**src/rtl/stn_timing_gen.sv**
```systemverilog
// STN panel timing generator: divides P_CLK into shift slots, builds line/frame
// strobes and the shift clock, and drives one of four test data patterns.
module stn_timing_gen #(
  parameter int DAT_W = 4,
  parameter int CW    = 9
) (
  input  logic             P_CLK,
  input  logic             P_RST_X,
  input  logic             P_EN,
  input  logic [1:0]       P_CNF,
  input  logic [CW-1:0]    P_HTOT,
  input  logic [CW-1:0]    P_HDP,
  input  logic [CW-1:0]    P_VTOT,
  input  logic [1:0]       P_FDLY,
  input  logic [1:0]       P_PAT,
  input  logic [CW-1:0]    P_DOTX,
  input  logic [CW-1:0]    P_DOTY,
  output logic             P_FPFRAME,
  output logic             P_FPLINE,
  output logic             P_FPSHIFT,
  output logic [DAT_W-1:0] P_FPDAT,
  output logic             P_FRM_DONE
);

  typedef enum logic [1:0] {
    PAT_ZERO = 2'b00,
    PAT_ALT  = 2'b01,
    PAT_BARS = 2'b10,
    PAT_DOT  = 2'b11
  } pat_e;

  typedef struct packed {
    logic [CW-1:0] htot;
    logic [CW-1:0] hdp;
    logic [CW-1:0] vtot;
    logic [1:0]    cnf;
    logic [1:0]    fdly;
    pat_e          pat;
  } cfg_t;

  cfg_t cfg_s;     // frame-stable shadow copy of the configuration
  cfg_t cfg_live;
  cfg_t cfg;       // configuration in force this clock
  logic first;     // first clock after reset release: shadows not yet loaded

  logic [3:0]    pcnt;
  logic [3:0]    d_m1;
  logic [3:0]    half;
  logic [CW-1:0] hcnt;
  logic [CW-1:0] vcnt;
  logic [CW-1:0] fon_cnt;
  logic [2:0]    fd_cnt;
  logic          alt_ph;
  logic          tick;
  logic          hwrap;
  logic          vwrap;
  logic          act;
  logic [CW:0]   thr;
  logic [DAT_W-1:0] pat_val;

  always_comb begin
    cfg_live = '{htot: P_HTOT, hdp: P_HDP, vtot: P_VTOT,
                 cnf: P_CNF, fdly: P_FDLY, pat: pat_e'(P_PAT)};
    cfg = first ? cfg_live : cfg_s;
  end

  // NOTE: every always_comb output is given a value on every path (case
  // defaults included) so no latch is inferred.
  always_comb begin
    case (cfg.cnf)
      2'b00:   d_m1 = 4'd3;
      2'b01:   d_m1 = 4'd7;
      2'b10:   d_m1 = 4'd15;
      default: d_m1 = 4'd1;
    endcase
    half  = d_m1 >> 1;
    tick  = (pcnt == d_m1);
    hwrap = tick && (hcnt == cfg.htot);
    vwrap = hwrap && (vcnt == cfg.vtot);

    thr = {1'b0, cfg.htot} + (CW+1)'(1) - {1'b0, cfg.hdp};
    act = (cfg.hdp != '0) && ((cfg.hdp > cfg.htot) || ({1'b0, hcnt} >= thr));

    case (cfg.pat)
      PAT_ZERO: pat_val = '0;
      PAT_ALT:  pat_val = {DAT_W{alt_ph}};
      PAT_BARS: pat_val = {DAT_W{hcnt[0] ^ vcnt[0]}};
      default:  pat_val = {DAT_W{(hcnt == P_DOTX) && (vcnt == P_DOTY)}};
    endcase
  end

  // NOTE: cfg_s is deliberately left out of reset; it is always reloaded in
  // the first clock after release and cfg falls back to the live inputs until then.
  always_ff @(posedge P_CLK) begin
    if (!P_RST_X || !P_EN) begin
      pcnt       <= '0;
      hcnt       <= '0;
      vcnt       <= '0;
      fd_cnt     <= '0;
      fon_cnt    <= '0;
      alt_ph     <= 1'b1;
      first      <= !P_RST_X;
      P_FPFRAME  <= 1'b0;
      P_FPLINE   <= 1'b0;
      P_FPSHIFT  <= 1'b0;
      P_FPDAT    <= '0;
      P_FRM_DONE <= 1'b0;
      if (P_RST_X) cfg_s <= cfg_live;
    end else begin
      first      <= 1'b0;
      P_FRM_DONE <= 1'b0;
      if (first || vwrap) cfg_s <= cfg_live;

      pcnt <= tick ? 4'd0 : pcnt + 4'd1;

      if (tick) begin
        hcnt      <= hwrap ? '0 : hcnt + CW'(1);
        P_FPLINE  <= hwrap;
        P_FPSHIFT <= act;
        if (hwrap) begin
          vcnt   <= vwrap ? '0 : vcnt + CW'(1);
          alt_ph <= 1'b1;
        end

        // Frame strobe: delayed start after the vertical wrap, then one line long.
        if (vwrap) begin
          fd_cnt <= {1'b0, cfg.fdly} + 3'd1;
        end else if (fd_cnt != '0) begin
          fd_cnt <= fd_cnt - 3'd1;
          if (fd_cnt == 3'd1) begin
            P_FPFRAME  <= 1'b1;
            P_FRM_DONE <= 1'b1;
            fon_cnt    <= cfg.htot;
          end
        end else if (P_FPFRAME) begin
          if (fon_cnt == '0) P_FPFRAME <= 1'b0;
          else               fon_cnt   <= fon_cnt - CW'(1);
        end
      end

      // Mid-slot: shift clock falls and data changes, half a slot before the rise.
      if (pcnt == half) begin
        P_FPSHIFT <= 1'b0;
        P_FPDAT   <= act ? pat_val : '0;
        if (act) alt_ph <= ~alt_ph;
      end
    end
  end

endmodule

```
**config.mk**
```make
export PLATFORM = sky130hd
export DESIGN_NAME = stn_timing_gen
export DESIGN_NICKNAME = d
export VERILOG_FILES = /design/src/rtl/stn_timing_gen.sv
export SDC_FILE = /design/constraint.sdc
export NUM_CORES = 1
export LEC_CHECK = 0
export CAP_MARGIN = 20
export CORE_ASPECT_RATIO = 1.2
export CORE_UTILIZATION = 40
export DETAILED_ROUTE_END_ITERATION = 10
export DONT_BUFFER_PORTS = 1
export GPL_TIMING_DRIVEN = 1
export HOLD_SLACK_MARGIN = 0.08
export PLACE_DENSITY = 0.57
export SYNTH_ARGS = -nofsm -noshare
export SYNTH_HDL_FRONTEND = slang
export SYNTH_SLANG_ARGS = --single-unit
```
**constraint.sdc**
```tcl
create_clock -name P_CLK -period 5.3 [get_ports P_CLK]
set_clock_uncertainty 0.05 [all_clocks]
set_input_delay 0.53 -clock P_CLK [delete_from_list [all_inputs] [get_ports P_CLK]]
set_output_delay 0.53 -clock P_CLK [all_outputs]
set_load 0.02 [all_outputs]
```
==> qor.yml, run 1 <==
syn_avg_cell_area_sq_um: 9.57
dr.pass1.iters: 4
synthArstFlopShare: 0
antenna_found_initial: 0
wl_per_cell_microns: 16.8
tritoncts: "built"
tightest_slew_ns: 0.878
grt_usage: 0.188
detail-route-antenna-nets: 0
syn-num-nets: 613
status: "finished, final reports clean"
fp.dieH_microns: 124
finalSetupViolCount: 0
vias: 3672
io_pins: 62
cts-root-buf: "clkbuf_16"
required_ns: 5.50
cts_hold_buf: 0
synth_area_sq_mm: 0.00494
start_util: 0.410
initialDrtViolationCount: 144
gp_congestion: 0.810
dpl.hpwl_mm: 8.70
core_sq_mm: 0.0121
power_density_mw_per_mm2: 273
hold_viol: 0
ys_warn_count: 0
min_path_type: "primary input to flip-flop"
clk_latency_ns: 0.34
synth_cell_types: 49
cts_buffers: 9
fmax_ghz: 0.198
die_x_microns: 103
start_kind: "flip-flop"
critPathCaptureType: "flip-flop"
crit_fanout: 6
cap_violations: 0
grt_first_pass_wirelength_mm: 17.8
drc: 0
dieArea_sq_mm: 0.0128
num_rows: 44
seq_area_frac_synth: 0.367
final.period_utilization: 0.951
grt_max_degree: 29
ys.flop_type: "dfxtp_1"
finalNetCount: 608
criticalPathCategory: "flip-flop to flip-flop"
n_antenna_cell: 0
portBuffers: 0
final.fill_count: 1148
path_clk_slew_ns: 0.06
synth_top_area_frac: 0.201
first_global_vias: 3555
vdd_drop_max_mv: 0.155
synth_top_cell_by_area: "edfxtp_1"
p_leak_uw: 0.00210
synth_area_leaders: "edfxtp_1 20%, dfxtp_1 17%, ha_1 10%"
syn_to_final_growth_pct: 10.2
hold-worst-slack_ns: 0.233
syn_inst: 516
arrival_ns: 5.24
synth-edff-count: 33
slew_headroom: 0.413
grt_overflow_total: 0
cts_sinks: 74
layout-drive-gt1-share: 0.103
wl_mm: 11.4
vias_per_cell: 5.42
ys_ff_latch: 74
tns_ns: 0
cts_buffer_depth: 2
timing.final.crit_period_ns: 5.04
ctsHtreeMaxLevel: 3
rsz0062_at_grt: "no"
drv_slew: 0
==> synth_stat cells (4+ instances only) <==
library cell / n
a21oi_1: 26
nor2_1: 39
o211ai_1: 7
a21o_1: 4
a211oi_1: 4
nand4_1: 8
mux2_2: 6
nor4_1: 10
maj3_1: 5
o21ai_0: 19
nand2b_1: 5
o2111ai_1: 4
dfxtp_1: 41
edfxtp_1: 33
nor2b_1: 4
xor2_1: 25
xnor2_1: 43
inv_1: 30
or4_1: 5
clkbuf_1: 20
ha_1: 41
nor3_1: 13
and3_1: 6
mux2i_1: 23
buf_6: 4
nand2_1: 32
nand3_1: 22
==> what timing repair did <==
item	in CTS	in global routing
setup endpoints to repair	1	2
hold endpoints to repair	0	0
buffers inserted	0	5
gates resized for setup	1	7
pin swaps	0	0
==> logic make-up after synthesis <==
logic type               count (synthesis)  synth area share
AO/OA/AOI/OAI                           78            0.0988
XOR/XNOR                                68             0.121
adder cells (fa/ha/maj)                 48             0.122
buffers and inverters                   60            0.0540
flip-flops                              74             0.367
multiplexers                            34            0.0796
AND/OR/NAND/NOR                        154             0.158
==> final timing paths <==
path                                 from  depth (start not counted)                 endpoint  slack (ns)
setup / recovery         first$_SDFF_PN0_                         19  P_FPDAT[2]$_SDFFE_PP0N_        0.26
hold / removal                   P_HDP[2]                          0      cfg_s[17]$_DFFE_PP_        0.23
setup reg to reg         first$_SDFF_PN0_                         19  P_FPDAT[2]$_SDFFE_PP0N_        0.26
hold reg to reg   fon_cnt[1]$_SDFFE_PP0P_                          2  fon_cnt[1]$_SDFFE_PP0P_        0.45
==> layer usage <==
metal  global-route usage  vias up  part of all wire
li1                     -     1820                 -
met1                0.225     1738              0.45
met3               0.0382       23             0.044
met5                    0        -                 0
met2                0.316       91              0.48
met4               0.0951        0             0.030
==> cells in the final DEF, fill, tap and decap left out, types with 10 or more instances in the layout <==
master and count:
a21oi_1 25, buf_4 13, clkbuf_16 10, dfxtp_1 40, edfxtp_1 33, ha_1 39
inv_1 29, mux2i_1 22, nand2_1 32, nand3_1 22, nor2_1 38, nor3_1 13
nor4_1 10, o21ai_0 19, xnor2_1 43, xor2_1 25
==> report_power, final <==
part,switching (uW),leakage [uW],internal (uW)
clock network,233,0.000146,360
logic,147,0.00131,121
registers,8.05,0.000651,615
==> registers in the layout, indices dropped and copies added (netlist names) <==
name / flops
cfg_s: 33
P_FPLINE: 1
alt_ph: 1
P_FRM_DONE: 1
vcnt: 9
fd_cnt: 3
pcnt: 4
P_FPDAT: 1
P_FPSHIFT: 1
hcnt: 9
fon_cnt: 9
first: 1
P_FPFRAME: 1
==> per-stage QoR <==
step	worst slack [ns]	cells	cell area, sq um	util	total power [uW]
3_3_place_gp	0.238	656	5070	0.421	888
2_1_floorplan	0.00879	516	4960	-	833
3_5_place_dp	0.0408	656	5070	0.421	893
4_1_cts	0.0662	672	5370	0.445	1490
6_report	0.258	677	5440	0.451	1480
5_1_grt	0.0000906	677	5440	0.451	1550
==> worst max-delay path: stages (launching register included) <==
cell and delay, ns:
dfxtp_4 0.36, buf_4 0.16, mux2i_4 0.21, buf_4 0.15, fa_1 0.53, o21bai_1 0.06, a21o_1 0.21, maj3_1 0.36
maj3_1 0.40, maj3_1 0.39, a21oi_2 0.16, xor2_1 0.16, ha_1 0.18, a2111oi_0 0.07, o221a_2 0.14, or4_1 0.53
a31oi_2 0.17, o22ai_2 0.14, or3_1 0.39, a21oi_1 0.11
==> area by class of cell <==
type	count	area, sq um	share of cell area
Multi-Input combinational cell	382	2900	0.533
Sequential cell	74	1820	0.334
Clock buffer	13	272	0.0499
Tap cell	161	201	0.0370
Timing Repair Buffer	14	118	0.0216
Inverter	30	113	0.0207
Clock inverter	3	20.0	0.00368
Note: power is estimated with default switching activity, not from simulation.
==> inputs of run 2 (changes only) <==
Settings changed: CORE_MARGIN from default to 4.
==> qor.yml, run 2 (synthesized netlist as in run 1, its figures left out) <==
critical_path.cell_chain: "mux2_2 > ha_2 > fa_1 > o21bai_1 > a21o_1 > maj3_1 > maj3_1 > maj3_1 > a21oi_1 > xor2_1 > ha_1 > a2111oi_0 > o221a_2 > or4_1 > a31oi_2 > o22ai_2 > or3_1 > a21oi_1"
regMostFlops: "cfg_s"
layout_commonest_cell: "xnor2_1"
tightest_slew_ns: 0.844
layout_common_cells: "43 x xnor2_1, 40 x dfxtp_1, 40 x ha_1"
post-place-ws_ns: 0.103
placed_area_sq_mm: 0.00506
drc: 0
drt-met1-wl_mm: 5.05
criticalPathCategory: "flip-flop to flip-flop"
n_antenna_cell: 0
top_layer: "met4"
grt_usage: 0.167
finalSetupViolCount: 0
slew_headroom: 0.436
fmax_ghz: 0.196
num_rows: 44
slowest_delay_ns: 0.55
grt_overflow_total: 0
vdd_drop_max_mv: 0.173
min_path_type: "primary input to flip-flop"
io_pins: 62
syn_to_final_growth_pct: 9.22
crit_path_top_delay_cell: "or4_1"
dr.pass1.iters: 4
start_kind: "flip-flop"
fp.dieH_microns: 130
finalNetCount: 603
antenna_found_initial: 0
hold-worst-slack_ns: 0.231
reg2reg_depth: 18
wl_met3_microns: 602
ctsHtreeMaxLevel: 3
cp.buffers_inverters: 0
grt_first_pass_wirelength_mm: 18.4
post-route-cell-area_sq_mm: 0.00539
tns_ns: 0
fin_cells: 672
vias: 3627
layout-drive-gt1-share: 0.0920
dieArea_sq_mm: 0.0142
cpMostUsedCell: "maj3_1"
wl_mm: 11.3
required_ns: 5.50
multi_input_area_sq_mm: 0.00289
portBuffers: 0
tritoncts: "built"
status: "finished, final reports clean"
power_density_mw_per_mm2: 278
drv_slew: 0
detail-route-antenna-nets: 0
fin_ws_ns: 0.198
cp_top_family: "adder cells"
dr_wl_met2_mm: 5.46
reg2reg_setup_slack_ns: 0.20
clk_latency_ns: 0.34
vias_per_cell: 5.40
critPathCaptureType: "flip-flop"
hold_viol: 0
cts_sinks: 74
path_clk_slew_ns: 0.07
dpl.hpwl_mm: 8.68
start_util: 0.408
cp_num_cells: 18
placed_cells: 656
arrival_ns: 5.30
cts_buffer_depth: 2
timing.final.crit_period_ns: 5.10
gp_congestion: 0.850
wl_per_cell_microns: 16.9
cap_violations: 0
p_leak_uw: 0.00207
grt_max_degree: 32
cts-root-buf: "clkbuf_16"
hold_path_depth: 0
die_x_microns: 109
regArea_sq_mm: 0.00182
first_global_vias: 3710
initialDrtViolationCount: 237
crit_fanout: 8
final.fill_count: 1184
final.period_utilization: 0.963
largest_reg_flops: 33
cts_buffers: 9
core_sq_mm: 0.0121
-- run 2: layout make-up --
| type | instances | area share |
|---|---|---|
| Timing Repair Buffer | 9 | 0.0125 |
| Tap cell | 161 | 0.0374 |
| Multi-Input combinational cell | 382 | 0.537 |
| Clock buffer | 9 | 0.0418 |
| Sequential cell | 74 | 0.337 |
| Inverter | 30 | 0.0209 |
| Clock inverter | 7 | 0.0142 |
-- run 2: timing repair --
item,in CTS,in global routing
resized for setup,0,6
endpoints found under the setup margin,0,2
setup buffers,0,0
endpoints found under the hold margin,0,0
hold buffers,0,0
-- run 2: stage by stage --
stage | util | total power, uW
detailed placement | 0.418 | 890
global placement | 0.418 | 885
CTS | 0.443 | 1510
floorplan | - | 833
finish | 0.445 | 1500
global route | 0.445 | 1580
-- run 2: final timing paths --
| check | endpoint | start |
|---|---|---|
| max | P_FPDAT[2]$_SDFFE_PP0N_ | first$_SDFF_PN0_ |
| min | cfg_s[2]$_DFFE_PP_ | P_FDLY[0] |
| max reg2reg | P_FPDAT[2]$_SDFFE_PP0N_ | first$_SDFF_PN0_ |
| min reg2reg | fon_cnt[4]$_SDFFE_PP0P_ | fon_cnt[4]$_SDFFE_PP0P_ |
-- run 2: report_power, final --
part,leakage (uW),internal [uW],switching (uW)
Sequential,0.000651,615,8.98
Clock,0.000142,368,249
Combinational,0.00128,116,142
Total,0.00207,1100,400
-- run 2: routing by layer --
metal	vias to the layer above	track usage
met5	-	0
met4	0	0.0631
met3	16	0.0371
met2	87	0.277
met1	1718	0.212
li1	1806	-
==> inputs of run 3 (changes only) <==
Settings changed: CORE_MARGIN 4 to 8, CORE_UTILIZATION 40 to 58, PLACE_DENSITY 0.57 to 0.77.
==> qor.yml, run 3 (synthesized netlist as in run 1, its figures left out) <==
post-route-cell-area_sq_mm: 0.00531
start_kind: "flip-flop"
layout-drive-gt1-share: 0.103
hold_path_depth: 0
grt_first_pass_wirelength_mm: 18.2
placed_area_sq_mm: 0.00502
switching_share: 0.284
final.period_utilization: 0.958
criticalPathCategory: "flip-flop to flip-flop"
crit_fanout: 6
dr_wl_met2_mm: 5.53
min_to: "cfg_s[4]$_DFFE_PP_"
cts_buffers: 9
gp_congestion: 0.886
p_switching_uw: 380
arrival_ns: 5.31
antenna_found_initial: 0
slew_headroom: 0.432
wl_mm: 11.4
min_path_type: "primary input to flip-flop"
first_global_vias: 3816
tritoncts: "built"
dpl.hpwl_mm: 8.85
cts_hold_buf: 0
p_leak_uw: 0.00206
cts_sinks: 74
status: "finished, final reports clean"
drt-met1-wl_mm: 4.62
detail-route-antenna-nets: 0
cts_buffer_depth: 2
die_x_microns: 100
vdd_drop_max_mv: 0.233
cpMostUsedCell: "maj3_1"
largest_reg_flops: 33
cts-root-buf: "clkbuf_8"
reg2reg_setup_slack_ns: 0.22
dieArea_sq_mm: 0.0117
layout_common_cells: "43 x xnor2_1, 40 x dfxtp_1, 40 x ha_1"
p_int_uw: 956
power_density_mw_per_mm2: 252
critical_path.cell_chain: "mux2_2 > ha_1 > fa_1 > o21bai_1 > a21o_1 > maj3_1 > maj3_1 > maj3_1 > a21oi_2 > xor2_1 > ha_1 > a2111oi_0 > o221a_2 > or4_1 > a31oi_2 > o22ai_2 > or3_1 > a21oi_1"
timing.final.crit_period_ns: 5.08
cap_violations: 0
fmax_ghz: 0.197
grt_overflow_total: 0
dr.pass1.iters: 4
top_layer: "met4"
grt_usage: 0.200
crit_path_top_delay_cell: "or4_1"
syn_to_final_growth_pct: 7.50
tightest_slew_ns: 0.850
fp.dieH_microns: 117
vias: 3729
critPathCaptureType: "flip-flop"
min_from: "P_CNF[0]"
hold_viol: 0
path_clk_slew_ns: 0.09
regMostFlops: "cfg_s"
rr_startpoint: "first$_SDFF_PN0_"
portBuffers: 0
r2r-end: "P_FPDAT[2]$_SDFFE_PP0N_"
finalSetupViolCount: 0
finalNetCount: 608
layout_commonest_cell: "xnor2_1"
reg2reg_depth: 18
grt_max_degree: 25
p_seq_frac: 0.466
initialDrtViolationCount: 202
io_pins: 62
num_rows: 37
wl_met3_microns: 812
power_frac_clock: 0.329
ctsHtreeMaxLevel: 3
drc: 0
required_ns: 5.53
comb_power_share: 0.205
wl_per_cell_microns: 18.0
start_util: 0.586
tns_ns: 0
n_antenna_cell: 0
core_sq_mm: 0.00843
slowest_delay_ns: 0.53
drv_slew: 0
clk_latency_ns: 0.37
vias_per_cell: 5.89
[run 3: through the flow]
stage,util,std cells,setup slack [ns],hold WS (ns),total power (uW)
final,0.630,633,0.225,0.199,1340
after global placement,0.596,612,0.263,0.424,881
after floorplan,-,516,0.00879,0.403,833
after detailed placement,0.596,612,0.0877,0.432,894
after CTS,0.619,628,0.0410,0.190,1330
after global routing,0.630,633,-0.0183,0.182,1400
[run 3: area by class of cell]
class                      count  area [sq um]
clock buffer                  10           128
clock inverter                 6          65.1
fill                         691          3120
inverter                      30           113
multi-input combinational    382          2920
sequential                    74          1820
tap                          117           146
timing repair buffer          14           125
[run 3: power by group through the flow]
stage,clock [uW],sequential (uW),combinational (uW)
2_1_floorplan,0,634,200
3_3_place_gp,0,636,245
3_5_place_dp,0,637,257
4_1_cts,444,624,259
5_1_grt,468,625,302
6_report,440,623,273
[run 3: how the worst max path moves through the flow]
stage | to | from | cells after the start | slack (ns)
finish | P_FPDAT[2]$_SDFFE_PP0N_ | first$_SDFF_PN0_ | 18 | 0.22
floorplan | P_FPDAT[2]$_SDFFE_PP0N_ | first$_SDFF_PN0_ | 23 | 0.009
global placement | P_FPDAT[2]$_SDFFE_PP0N_ | first$_SDFF_PN0_ | 18 | 0.26
CTS | P_FPDAT[2]$_SDFFE_PP0N_ | first$_SDFF_PN0_ | 18 | 0.04
detailed placement | P_FPDAT[2]$_SDFFE_PP0N_ | first$_SDFF_PN0_ | 18 | 0.09
global route | P_FPDAT[2]$_SDFFE_PP0N_ | first$_SDFF_PN0_ | 21 | -0.02
[run 3: timing repair]
action                                  CTS  global route
gates resized for setup                   0            14
endpoints found under the hold margin     0             0
endpoints found under the setup margin    0             2
buffers inserted                          0             5
[run 3: critical path, delay by kind of cell (launching register included)]
family	cells	cell delay, ns
adders and majority gates	6	2.05
AOI/OAI and AO/OA	8	1.10
and+or+nand+nor	2	0.92
DFF	1	0.39
muxes	1	0.35
xor gates and xnor gates	1	0.15
[run 3: metal layers]
metal  vias up  track usage
met5         -            0
met4         0        0.124
met3        32       0.0450
met2       126        0.347
met1      1760        0.219
li1       1811            -
